`src/rtl/mem_line_arbiter_pkg.sv`:
```
// Shared definitions for the I/D line-memory arbiter.
//   - LINE_ADDR_W / LINE_DATA_W : line address (bits [31:4]) and line data widths,
//     shared with the cache memory-side ports.
//   - REQ_I / REQ_D             : requester identifiers used for grants.
//   - arb_state_e               : arbiter FSM states.
package mem_line_arbiter_pkg;

  localparam int unsigned LINE_ADDR_W = 28;
  localparam int unsigned LINE_DATA_W = 128;

  localparam logic REQ_I = 1'b0;
  localparam logic REQ_D = 1'b1;

  typedef enum logic [1:0] {
    IDLE    = 2'd0,
    BUSY_I  = 2'd1,
    BUSY_D  = 2'd2,
    RELEASE = 2'd3
  } arb_state_e;

endpackage

```
`src/rtl/mem_line_arbiter_rr_pick2.sv`:
```
// Pure combinational two-way grant chooser.
// Ports:
//   req_i, req_d  in   request from I-cache / D-cache
//   last_grant    in   requester served most recently (REQ_I / REQ_D)
//   mode          in   0 = round-robin, 1 = fixed priority D over I
//   grant         out  winning requester; only meaningful when a request is present
module rr_pick2
  import mem_line_arbiter_pkg::*;
(
  input  logic req_i,
  input  logic req_d,
  input  logic last_grant,
  input  logic mode,
  output logic grant
);

  always_comb begin
    grant = REQ_I;
    if (req_i && req_d) begin
      // Under round-robin the requester that did not win last time goes next.
      grant = mode ? REQ_D : ~last_grant;
    end else if (req_d) begin
      grant = REQ_D;
    end
  end

endmodule

```
`src/rtl/mem_line_arbiter.sv`:
```
// Shares one 128-bit line memory between the I-cache and D-cache memory-side
// ports. One line transaction at a time: the owner's request is registered onto
// mem_*, held until mem_ready, the response is routed back to the owner, and a
// single RELEASE cycle follows so the request the cache is still dropping is
// not granted a second time.
// Ports:
//   clk, rst_n                  clock, asynchronous active-low reset
//   i_read/i_write/i_addr/i_wdata  I-cache request (held until i_ready)
//   i_rdata/i_ready             I-cache response (ready = one-cycle strobe)
//   d_*                         same set for the D-cache
//   mem_read/mem_write/mem_addr/mem_wdata  registered request to memory
//   mem_rdata/mem_ready         memory response
module mem_line_arbiter
  import mem_line_arbiter_pkg::*;
#(
  parameter int unsigned ADDR_W   = LINE_ADDR_W,
  parameter int unsigned DATA_W   = LINE_DATA_W,
  parameter int unsigned ARB_MODE = 0
) (
  input  logic              clk,
  input  logic              rst_n,
  input  logic              i_read,
  input  logic              i_write,
  input  logic [ADDR_W-1:0] i_addr,
  input  logic [DATA_W-1:0] i_wdata,
  output logic [DATA_W-1:0] i_rdata,
  output logic              i_ready,
  input  logic              d_read,
  input  logic              d_write,
  input  logic [ADDR_W-1:0] d_addr,
  input  logic [DATA_W-1:0] d_wdata,
  output logic [DATA_W-1:0] d_rdata,
  output logic              d_ready,
  output logic              mem_read,
  output logic              mem_write,
  output logic [ADDR_W-1:0] mem_addr,
  output logic [DATA_W-1:0] mem_wdata,
  input  logic [DATA_W-1:0] mem_rdata,
  input  logic              mem_ready
);

  localparam logic MODE_FIXED = (ARB_MODE != 0);

  arb_state_e        state_q, state_d;
  logic              last_grant_q, last_grant_d;
  logic              mem_read_q, mem_read_d;
  logic              mem_write_q, mem_write_d;
  logic [ADDR_W-1:0] mem_addr_q, mem_addr_d;
  logic [DATA_W-1:0] mem_wdata_q, mem_wdata_d;

  logic i_req, d_req, grant;

  assign i_req = i_read | i_write;
  assign d_req = d_read | d_write;

  rr_pick2 u_pick (
    .req_i      (i_req),
    .req_d      (d_req),
    .last_grant (last_grant_q),
    .mode       (MODE_FIXED),
    .grant      (grant)
  );

  always_comb begin
    state_d      = state_q;
    last_grant_d = last_grant_q;
    mem_read_d   = mem_read_q;
    mem_write_d  = mem_write_q;
    mem_addr_d   = mem_addr_q;
    mem_wdata_d  = mem_wdata_q;

    unique case (state_q)
      IDLE: begin
        if (i_req || d_req) begin
          // A read+write request from one cache is issued as the write only.
          if (grant == REQ_D) begin
            state_d     = BUSY_D;
            mem_write_d = d_write;
            mem_read_d  = d_read & ~d_write;
            mem_addr_d  = d_addr;
            mem_wdata_d = d_wdata;
          end else begin
            state_d     = BUSY_I;
            mem_write_d = i_write;
            mem_read_d  = i_read & ~i_write;
            mem_addr_d  = i_addr;
            mem_wdata_d = i_wdata;
          end
        end
      end
      BUSY_I: begin
        if (mem_ready) begin
          state_d      = RELEASE;
          mem_read_d   = 1'b0;
          mem_write_d  = 1'b0;
          last_grant_d = REQ_I;
        end
      end
      BUSY_D: begin
        if (mem_ready) begin
          state_d      = RELEASE;
          mem_read_d   = 1'b0;
          mem_write_d  = 1'b0;
          last_grant_d = REQ_D;
        end
      end
      RELEASE: state_d = IDLE;
      default: state_d = IDLE;
    endcase
  end

  always_ff @(posedge clk or negedge rst_n) begin
    if (!rst_n) begin
      state_q      <= IDLE;
      last_grant_q <= REQ_I;
      mem_read_q   <= 1'b0;
      mem_write_q  <= 1'b0;
      mem_addr_q   <= '0;
      mem_wdata_q  <= '0;
    end else begin
      state_q      <= state_d;
      last_grant_q <= last_grant_d;
      mem_read_q   <= mem_read_d;
      mem_write_q  <= mem_write_d;
      mem_addr_q   <= mem_addr_d;
      mem_wdata_q  <= mem_wdata_d;
    end
  end

  assign mem_read  = mem_read_q;
  assign mem_write = mem_write_q;
  assign mem_addr  = mem_addr_q;
  assign mem_wdata = mem_wdata_q;

  // Ready is passed through combinationally to the owner only.
  assign i_ready = (state_q == BUSY_I) && mem_ready;
  assign d_ready = (state_q == BUSY_D) && mem_ready;
  assign i_rdata = mem_rdata;
  assign d_rdata = mem_rdata;

endmodule

```
`config.mk`:
```
export PLATFORM = sky130hd
export DESIGN_NAME = mem_line_arbiter
export DESIGN_NICKNAME = d
export VERILOG_FILES = /design/src/rtl/mem_line_arbiter_pkg.sv /design/src/rtl/mem_line_arbiter_rr_pick2.sv /design/src/rtl/mem_line_arbiter.sv
export SDC_FILE = /design/constraint.sdc
export NUM_CORES = 1
export LEC_CHECK = 0
export CORE_AREA = 8 8 327 329
export CTS_CLUSTER_SIZE = 12
export DETAILED_ROUTE_END_ITERATION = 10
export DIE_AREA = 0 0 335 337
export GPL_ROUTABILITY_DRIVEN = 0
export HOLD_SLACK_MARGIN = 0.02
export PLACE_DENSITY_LB_ADDON = 0.25
export SETUP_SLACK_MARGIN = 0.05
export SLEW_MARGIN = 20
export SYNTH_ARGS = -nofsm -noshare
export SYNTH_HDL_FRONTEND = slang
export SYNTH_SLANG_ARGS = --single-unit
```
`constraint.sdc`:
```
create_clock -name clk -period 3.4 [get_ports clk]
set_input_delay 0.68 -clock clk [delete_from_list [all_inputs] [get_ports clk]]
set_output_delay 0.68 -clock clk [all_outputs]
set_load 0.01 [all_outputs]
```
### After elaboration in Yosys (flattened, before gate mapping)

Index checks and enable logic that the tools add are counted.

| storage, ports and cells | value |
|---|---|
| register bits | 161 |
| input bits | 447 |
| output and inout bits | 416 |

| operators by class | value |
|---|---|
| eq/ne operators | 7 |
| multiplexer cells | 17 |
| bitwise operators | 7 |
| reduce and logical (&&, ||, !) cells | 12 |

Operator list:

| kind | number |
|---|---|
| $mux 128 | 1 |
| $mux 28 | 1 |
| $mux 1 | 8 |
| $mux 2 | 3 |
| $ne 2x2->1 const B | 3 |
| $pmux 1 s2 | 3 |
| $pmux 2 s3 | 1 |
| $reduce_and 3->1 | 2 |
| $eq 2x2->1 const B | 2 |
| $reduce_and 2->1 | 2 |
| $reduce_bool 2->1 | 2 |
| $logic_and 1x1->1 | 3 |
| $not 1->1 | 3 |
| $and 1x1->1 | 2 |
| $eq 2x1->1 const B | 1 |
| $logic_not 2->1 | 1 |
| $ne 2x1->1 const B | 1 |
| $or 1x1->1 | 2 |
| $reduce_or 2->1 | 1 |
| $logic_or 1x1->1 | 1 |

### Logic depth before layout (Yosys ltp)

Gate-level depths: netlist (run 1).

| depth | value |
|---|---|
| word-level depth | 6 |
| gate-level depth with buffers | 7 |
| mapped depth without buffers | 5 |

### Cells and area by module

From an unflattened synthesis (run 1), not the netlist that was laid out.

| second synthesis, totals | value |
|---|---|
| cell total of the unflattened synthesis | 976 |
| area total of the unflattened synthesis | 9476.6 µm² |

Modules (own cells, without submodules):

| module | times used | cells each | area each (µm²) | sequential area each (µm²) |
|---|---|---|---|---|
| mem_line_arbiter | 1 | 973 | 9456.6 | 4028.9 |
| rr_pick2 | 1 | 3 | 20.0 | 0.0 |

### Worst setup path after synthesis (run 1)

Ideal clock, no wire load.

| timing | value |
|---|---|
| path kind | input to register |
| start | in d_write |
| end | reg mem_wdata_q[0], in the netlist mem_wdata[0] |
| library setup time | 0.141 ns |
| arrival | 1.578 ns |
| required time | 3.259 ns |
| slack | 1.681 ns |
| stages on the path | 7 |
| buffers on the path | 3 |
| cells stage by stage | or2_0 and2_1 buf_2 buf_4 buf_4 nand2_1 a31oi_1 |

| between the ends | value |
|---|---|
| longest elaborated chain between the ends | 4 |

Ends and longest elaborated chain:

| element | line | text |
|---|---|---|
| start: declaration | mem_line_arbiter.sv:29 | `input logic d_write,` |
| $or 1x1->1 * | mem_line_arbiter.sv:54 | `assign d_req = d_read \| d_write;` |
| $mux 1 or $logic_and 1x1->1 (tied branches) | mem_line_arbiter_rr_pick2.sv:22, mem_line_arbiter_rr_pick2.sv:19 |  |
| $mux 1 | mem_line_arbiter_rr_pick2.sv:19 | `if (req_i && req_d) begin` |
| $mux 128 | mem_line_arbiter.sv:76 | `if (grant == REQ_D) begin` |
| end signal: assignment | mem_line_arbiter.sv:126 | `mem_wdata_q <= mem_wdata_d;` |
| end: declaration | mem_line_arbiter.sv:49 | `logic [DATA_W-1:0] mem_wdata_q, mem_wdata_d;` |

Every way passes the cells marked *; elsewhere a longest branch is shown, timed or not.
A chain may end at the register's enable or synchronous reset.

### Worst setup path in the final report (run 1)

| timing | value |
|---|---|
| start | in mem_ready |
| end | out i_ready |

| between the ends | value |
|---|---|
| longest elaborated chain between the ends | 1 |

Ends and longest elaborated chain:

| element | line | text |
|---|---|---|
| start: declaration | mem_line_arbiter.sv:39 | `input logic mem_ready` |
| $logic_and 1x1->1 | mem_line_arbiter.sv:136 | `assign i_ready = (state_q == BUSY_I) && mem_ready;` |
| end: declaration | mem_line_arbiter.sv:27 | `output logic i_ready,` |

Every way passes these cells.

==> results of run 1 <==
==> synthesized netlist by cell type (all sizes together) <==
cell type	n	area, um2
or2	1	6.26
and2	2	12.5
a21boi	2	18.8
nor2	161	604
nor2b	1	6.26
dfrtp	161	4030
a31oi	157	982
buf	318	2270
o2bb2ai	1	8.76
clkbuf	7	26.3
o211a	1	10.0
nand3b	1	7.51
inv	5	18.8
o21ai	2	10.0
a21oi	4	20.0
a32oi	1	8.76
nand2	318	1190
a21o	1	7.51
nand2b	1	6.26
ha	4	50.1
o32ai	1	8.76
==> worst max-delay path: cells and delay by family <==
kind	cells	cell delay [ps]
buf+inv	3	1200
simple gates	1	90
==> final cells by class <==
class	instances	area, um2	share of cell area (%)
Timing Repair Buffer	505	5110	35.4
Sequential cell	161	4030	27.9
Multi-Input combinational cell	659	2980	20.6
Tap cell	1368	1710	11.8
Clock buffer	18	429	2.97
Clock inverter	14	171	1.19
Inverter	5	18.8	0.130
==> registers in the layout, summed over array words and instances, names as in the netlist <==
register      cells
mem_addr         28
mem_wdata       128
last_grant_q      1
state_q           2
mem_read          1
mem_write         1
==> routing by layer <==
metal	track usage, %	routed length (um)	up-vias	part of all wire, %
li1	-	-	3885	-
met2	16.7	28000	586	51
met3	5.36	6850	81	13
met1	8.55	18100	3950	33
met5	0	0	-	0
met4	3.50	1470	0	2.7
==> kinds of logic after synthesis <==
logic type                 Yosys count  share of synthesized area [%]
buffers and inverters              330                           24.9
DFF                                161                           43.3
AOI/OAI and AO/OA                  170                           11.5
adders and majority gates            4                          0.538
and+or+nand+nor                    485                           19.7
==> power breakdown <==
part	switching (mW)	internal [mW]
clock network	1.02	1.11
registers	0.617	2.92
logic	3.41	3.07
==> path summary, 6_finish.rpt <==
kind                                    from       endpoint  slack, ps  cells past startpoint
worst max-delay path               mem_ready        i_ready        740                      4
max in group asynchronous              rst_n  mem_wdata[44]       2310                      2
worst max register to register    state_q[0]  mem_wdata[64]       1320                      8
worst min register to register  mem_addr[22]   mem_addr[22]        550                      2
worst min-delay path                   rst_n  mem_wdata[59]        160                      1
min in group clk                mem_addr[22]   mem_addr[22]        550                      2
==> through the flow <==
step                utilization (%)  hold slack (ps)  std cells  total power, mW  instance area, um2
finish                         14.3              157       2730             12.2               14500
global route                   14.3              186       2730             13.2               14500
CTS                            14.3              175       2730             12.6               14500
detailed placement             13.7              541       2698             10.3               13900
global placement               13.7              531       2698             10.2               13900
floorplan                         -              384       1150             6.71                9310
==> summary.md, run 1 <==
| Metric | Value |
|---|---|
| Area grow syn2layout | `55.3%` |
| Peak supply drop | `0.510 mV` |
| Clock skew | `27.4 ps` |
| Nets | `1800` |
| Filler Cell Count | `roughly 12000` |
| Hold Path Class | `primary input to async pin` |
| Root Buffer | `clkbuf_16` |
| P_leak | `about 5.4 nW` |
| GR Overflow Total | `0` |
| CP peak stage delay | `approximately 590 ps` |
| Die height | `around 340 um` |
| # diodes | `0` |
| Detailed placer's ending HPWL | `~45 mm` |
| Yosys reg bits | `161` |
| Post-Syn Area | `roughly 9300 um2` |
| Crit-path slowest cell | `clkdlybuf4s50_1` |
| Final setup fails | `0` |
| Worst-Skew Late Latency | `around 500 ps` |
| Num CTS Buffers | `17` |
| Detail Route Antenna Nets | `0` |
| Synth Net Count | `between 1500 and 2000` |
| Global-route wire length before repair | `between 70 and 80 mm` |
| Mapped Avg Cell Area | `8.09 um2` |
| Hold buffer count at CTS | `0` |
| Sequential area share after synthesis | `around 43%` |
| Setup_tns | `0 ps` |
| Synth warn | `0` |
| # rows | `117` |
| WL/cell | `19.9 um` |
| Final Hold Vio Count | `0` |
| Outcome | `complete, no violations` |
| CTS clk-pin slew, worst paths | `around 80 ps` |
| Critical Path RT | `approximately 2700 ps` |
| Max Slew Vio Count | `0` |
| Share of cells above drive strength 1 | `under 10%` |
| Die ar. | `between 100000 and 150000 um2` |
| Worst slew pin tran | `a little under 800 ps` |
| CP Cell Sequence | `clkdlybuf4s50_1, nand2_1, inv_1, clkdlybuf4s50_1` |
| Synth unique cells | `25` |
| Core ar. | `101000 um2` |
| Bufs on Longest Clock Path | `2` |
| Drt drc | `0` |
| Post-synthesis cell count | `about 1200` |
| CP Capture Type | `output port` |
| Number of H-tree levels | `4` |
| Crit start category | `primary input` |
| Clock Sink Count | `about 160` |
| Commonest non-fill, non-tap cell in the layout | `clkdlybuf4s50_1` |
| Crit path top cell by count | `clkdlybuf4s50_1` |
| Drt first pass iters | `4` |
| Largest net degree at the start of global routing | `about 80` |
| Slew margin rel. | `47.3%` |
| Number of global-route vias before repair | `approximately 8900` |
| Crit path arrival time | `1980 ps` |
| Setup bufs post-CTS | `0` |
| DR vias | `around 8500` |
| PD cells | `841 nW/um2` |
| # IOs | `roughly 860` |
| Kind of critical path | `primary input to output port` |
| Max Cap Violations | `0` |
| Peak Freq | `between 300 and 400 MHz` |
| Setup WS pre-CTS | `596 ps` |
| Final worst slack | `about 740 ps` |
| Most frequent cells in the layout | `clkdlybuf4s50_1 (477), nand2_1 (317), nor2_1 (161), dfrtp_1 (161), a31oi_1 (157)` |
| 1st-iter DRT viols | `around 400` |
| Initial core utilization | `a little over 9%` |
| Crit share post-route | `approximately four fifths` |
| Post-cts sizing count | `0` |
| Die W | `335 um` |
| RSZ-0062 raised after global routing | `no` |
| Via density | `a little over 3` |
| Final min period | `about 2700 ps` |
| GRT Resource Usage Total | `under 10%` |
| Max Fanout on Critical Path | `4` |
| Initial antenna violation count | `1` |
| WL final | `approximately 54 mm` |
| Port bufs | `478` |
| CTS tree | `built` |
(Power assumes the default switching activity.)
==> run 2, diff against run 1 <==
CORE_AREA = 8 8 332 334   (was 8 8 327 329)
DIE_AREA = 0 0 340 342   (was 0 0 335 337)
clock period = 2.7 ns   (was 3.4 ns; I/O delays follow)
==> run 2 against run 1 <==
- routed wire length fell by 5.1%
- global-route usage fell by 0.63 points
- non-clock buffer count rose by 6
- design area rose by 0.97%
- die area rose by 3.0%
- worst setup slack got worse by 440 ps
- cell count rose by 1.1%
- critical path type is now register to output port
- largest power group unchanged
- register-to-register slack got worse by 670 ps
- sequential power rose by 24%
==> summary.md, run 2 (synthesis gave the netlist of run 1 again) <==
| Metric | Value |
|---|---|
| Share of cells above drive strength 1 | `under 10%` |
| Max Fanout on Critical Path | `3` |
| Overall power | `~15 mW` |
| Drt first pass iters | `5` |
| Setup bufs post-CTS | `0` |
| 1st-iter DRT viols | `~370` |
| Detailed placer's ending HPWL | `roughly 42 mm` |
| Max Slew Vio Count | `0` |
| Number of H-tree levels | `4` |
| Bufs on Longest Clock Path | `2` |
| P_leak | `5.50 nW` |
| Commonest non-fill, non-tap cell in the layout | `clkdlybuf4s50_1` |
| Most frequent cells in the layout | `clkdlybuf4s50_1 (477), nand2_1 (317), nor2_1 (161), dfrtp_1 (161), a31oi_1 (157)` |
| Hold Path Class | `register to register` |
| Final setup fails | `0` |
| Via density | `between 3 and 4` |
| Root Buffer | `clkbuf_16` |
| Core ar. | `between 100000 and 150000 um2` |
| Clock skew | `between 20 and 25 ps` |
| # rows | `119` |
| Final Hold Vio Count | `0` |
| Die height | `roughly 340 um` |
| Initial core utilization | `about 9%` |
| Crit share post-route | `88.7%` |
| RSZ-0062 raised after global routing | `no` |
| Global-route wire length before repair | `71.5 mm` |
| Critical Path RT | `about 2200 ps` |
| Die W | `about 340 um` |
| Peak supply drop | `between 0.4 and 0.5 mV` |
| Final min period | `2400 ps` |
| Outcome | `complete, no violations` |
| WL final | `a little over 50 mm` |
| Crit start category | `register` |
| Nets | `around 1800` |
| WL/cell | `18.7 um` |
| Largest net degree at the start of global routing | `75` |
| Num CTS Buffers | `17` |
| Max Cap Violations | `0` |
| Die ar. | `about 120000 um2` |
| Area grow syn2layout | `56.8%` |
| Max FFs per register | `about 130` |
| CP Capture Type | `output port` |
| Worst-Skew Late Latency | `between 400 and 500 ps` |
| Setup_tns | `0 ps` |
| # IOs | `863` |
| Crit path arrival time | `1860 ps` |
| Drt drc | `0` |
| Slew margin rel. | `between 60% and 70%` |
| Port bufs | `478` |
| CTS tree | `built` |
| Kind of critical path | `register to output port` |
| GRT Resource Usage Total | `under 10%` |
| Initial antenna violation count | `4` |
| Worst slew pin tran | `580 ps` |
| GR Overflow Total | `0` |
| Number of global-route vias before repair | `8950` |
| PD cells | `1050 nW/um2` |
| DR vias | `~8400` |
| Filler Cell Count | `around 12000` |
| Clock Sink Count | `roughly 160` |
| Peak Freq | `around 420 MHz` |
| Detail Route Antenna Nets | `0` |
| CTS clk-pin slew, worst paths | `around 80 ps` |
## run 2: where the power goes
| group | total [mW] | switching, mW | internal (mW) |
|---|---|---|---|
| Clock | 2.69 | 1.26 | 1.43 |
| Sequential | 4.38 | 0.701 | 3.67 |
| Combinational | 8.30 | 4.28 | 4.02 |
## run 2: layout make-up
| type | count | area [um2] | share of cell area (%) |
|---|---|---|---|
| clock inverters | 12 | 146 | 1.00 |
| clock buffers | 19 | 453 | 3.10 |
| diodes | 1 | 2.50 | 0.0171 |
| multi-input cells | 659 | 2980 | 20.4 |
| repair buffers | 511 | 5220 | 35.8 |
| inverters | 5 | 18.8 | 0.129 |
| well taps | 1391 | 1740 | 11.9 |
| flip-flops and latches | 161 | 4030 | 27.6 |
## run 2: metal layers
| metal | GRT usage, % | share of wire (%) | wire, um |
|---|---|---|---|
| met5 | 0 | 0.091 | 47 |
| met4 | 3.56 | 3.2 | 1650 |
| met1 | 8.40 | 35 | 17900 |
| met3 | 4.96 | 12 | 6330 |
| met2 | 14.8 | 50 | 25700 |
## run 2: path summary, 6_finish.rpt
kind / slack [ps] / to / cells past startpoint / from
setup / recovery: 300 / d_ready / 4 / state_q[0]
hold / removal: 510 / mem_write / 1 / mem_write
setup reg to reg: 650 / mem_wdata[82] / 7 / state_q[1]
hold reg to reg: 510 / mem_write / 1 / mem_write
max in group asynchronous: 1340 / last_grant_q / 3 / rst_n
min in group asynchronous: 560 / mem_wdata[83] / 2 / rst_n
## run 2: stage by stage
| stage | instance area [um2] | utilization, % | setup slack [ps] | hold slack (ps) | cells |
|---|---|---|---|---|---|
| after floorplan | 9310 | - | 1080 | 244 | 1150 |
| after global placement | 14000 | 13.4 | 294 | 501 | 2726 |
| after detailed placement | 14000 | 13.4 | 289 | 501 | 2726 |
| after CTS | 14600 | 13.9 | 215 | 513 | 2758 |
| after global routing | 14600 | 13.9 | 94.8 | 563 | 2758 |
| final | 14600 | 13.9 | 304 | 508 | 2759 |
## run 2: timing repair
action                                 CTS  global route
endpoints found under the hold margin   38             0
hold buffers                             1             0
setup endpoints to repair                0             0
gates resized for setup                  0             0
## run 2: critical path: stages (launching register included)
cell	delay (ps)
dfrtp_1	400
inv_1	120
ha_1	150
and2_1	150
clkdlybuf4s50_1	550
==> run 3, diff against run 2 <==
SKIP_LAST_GASP = 1   (was unset)
==> results of run 3 <==
No change in the layout: final DEF, timing and power equal those of run 2.
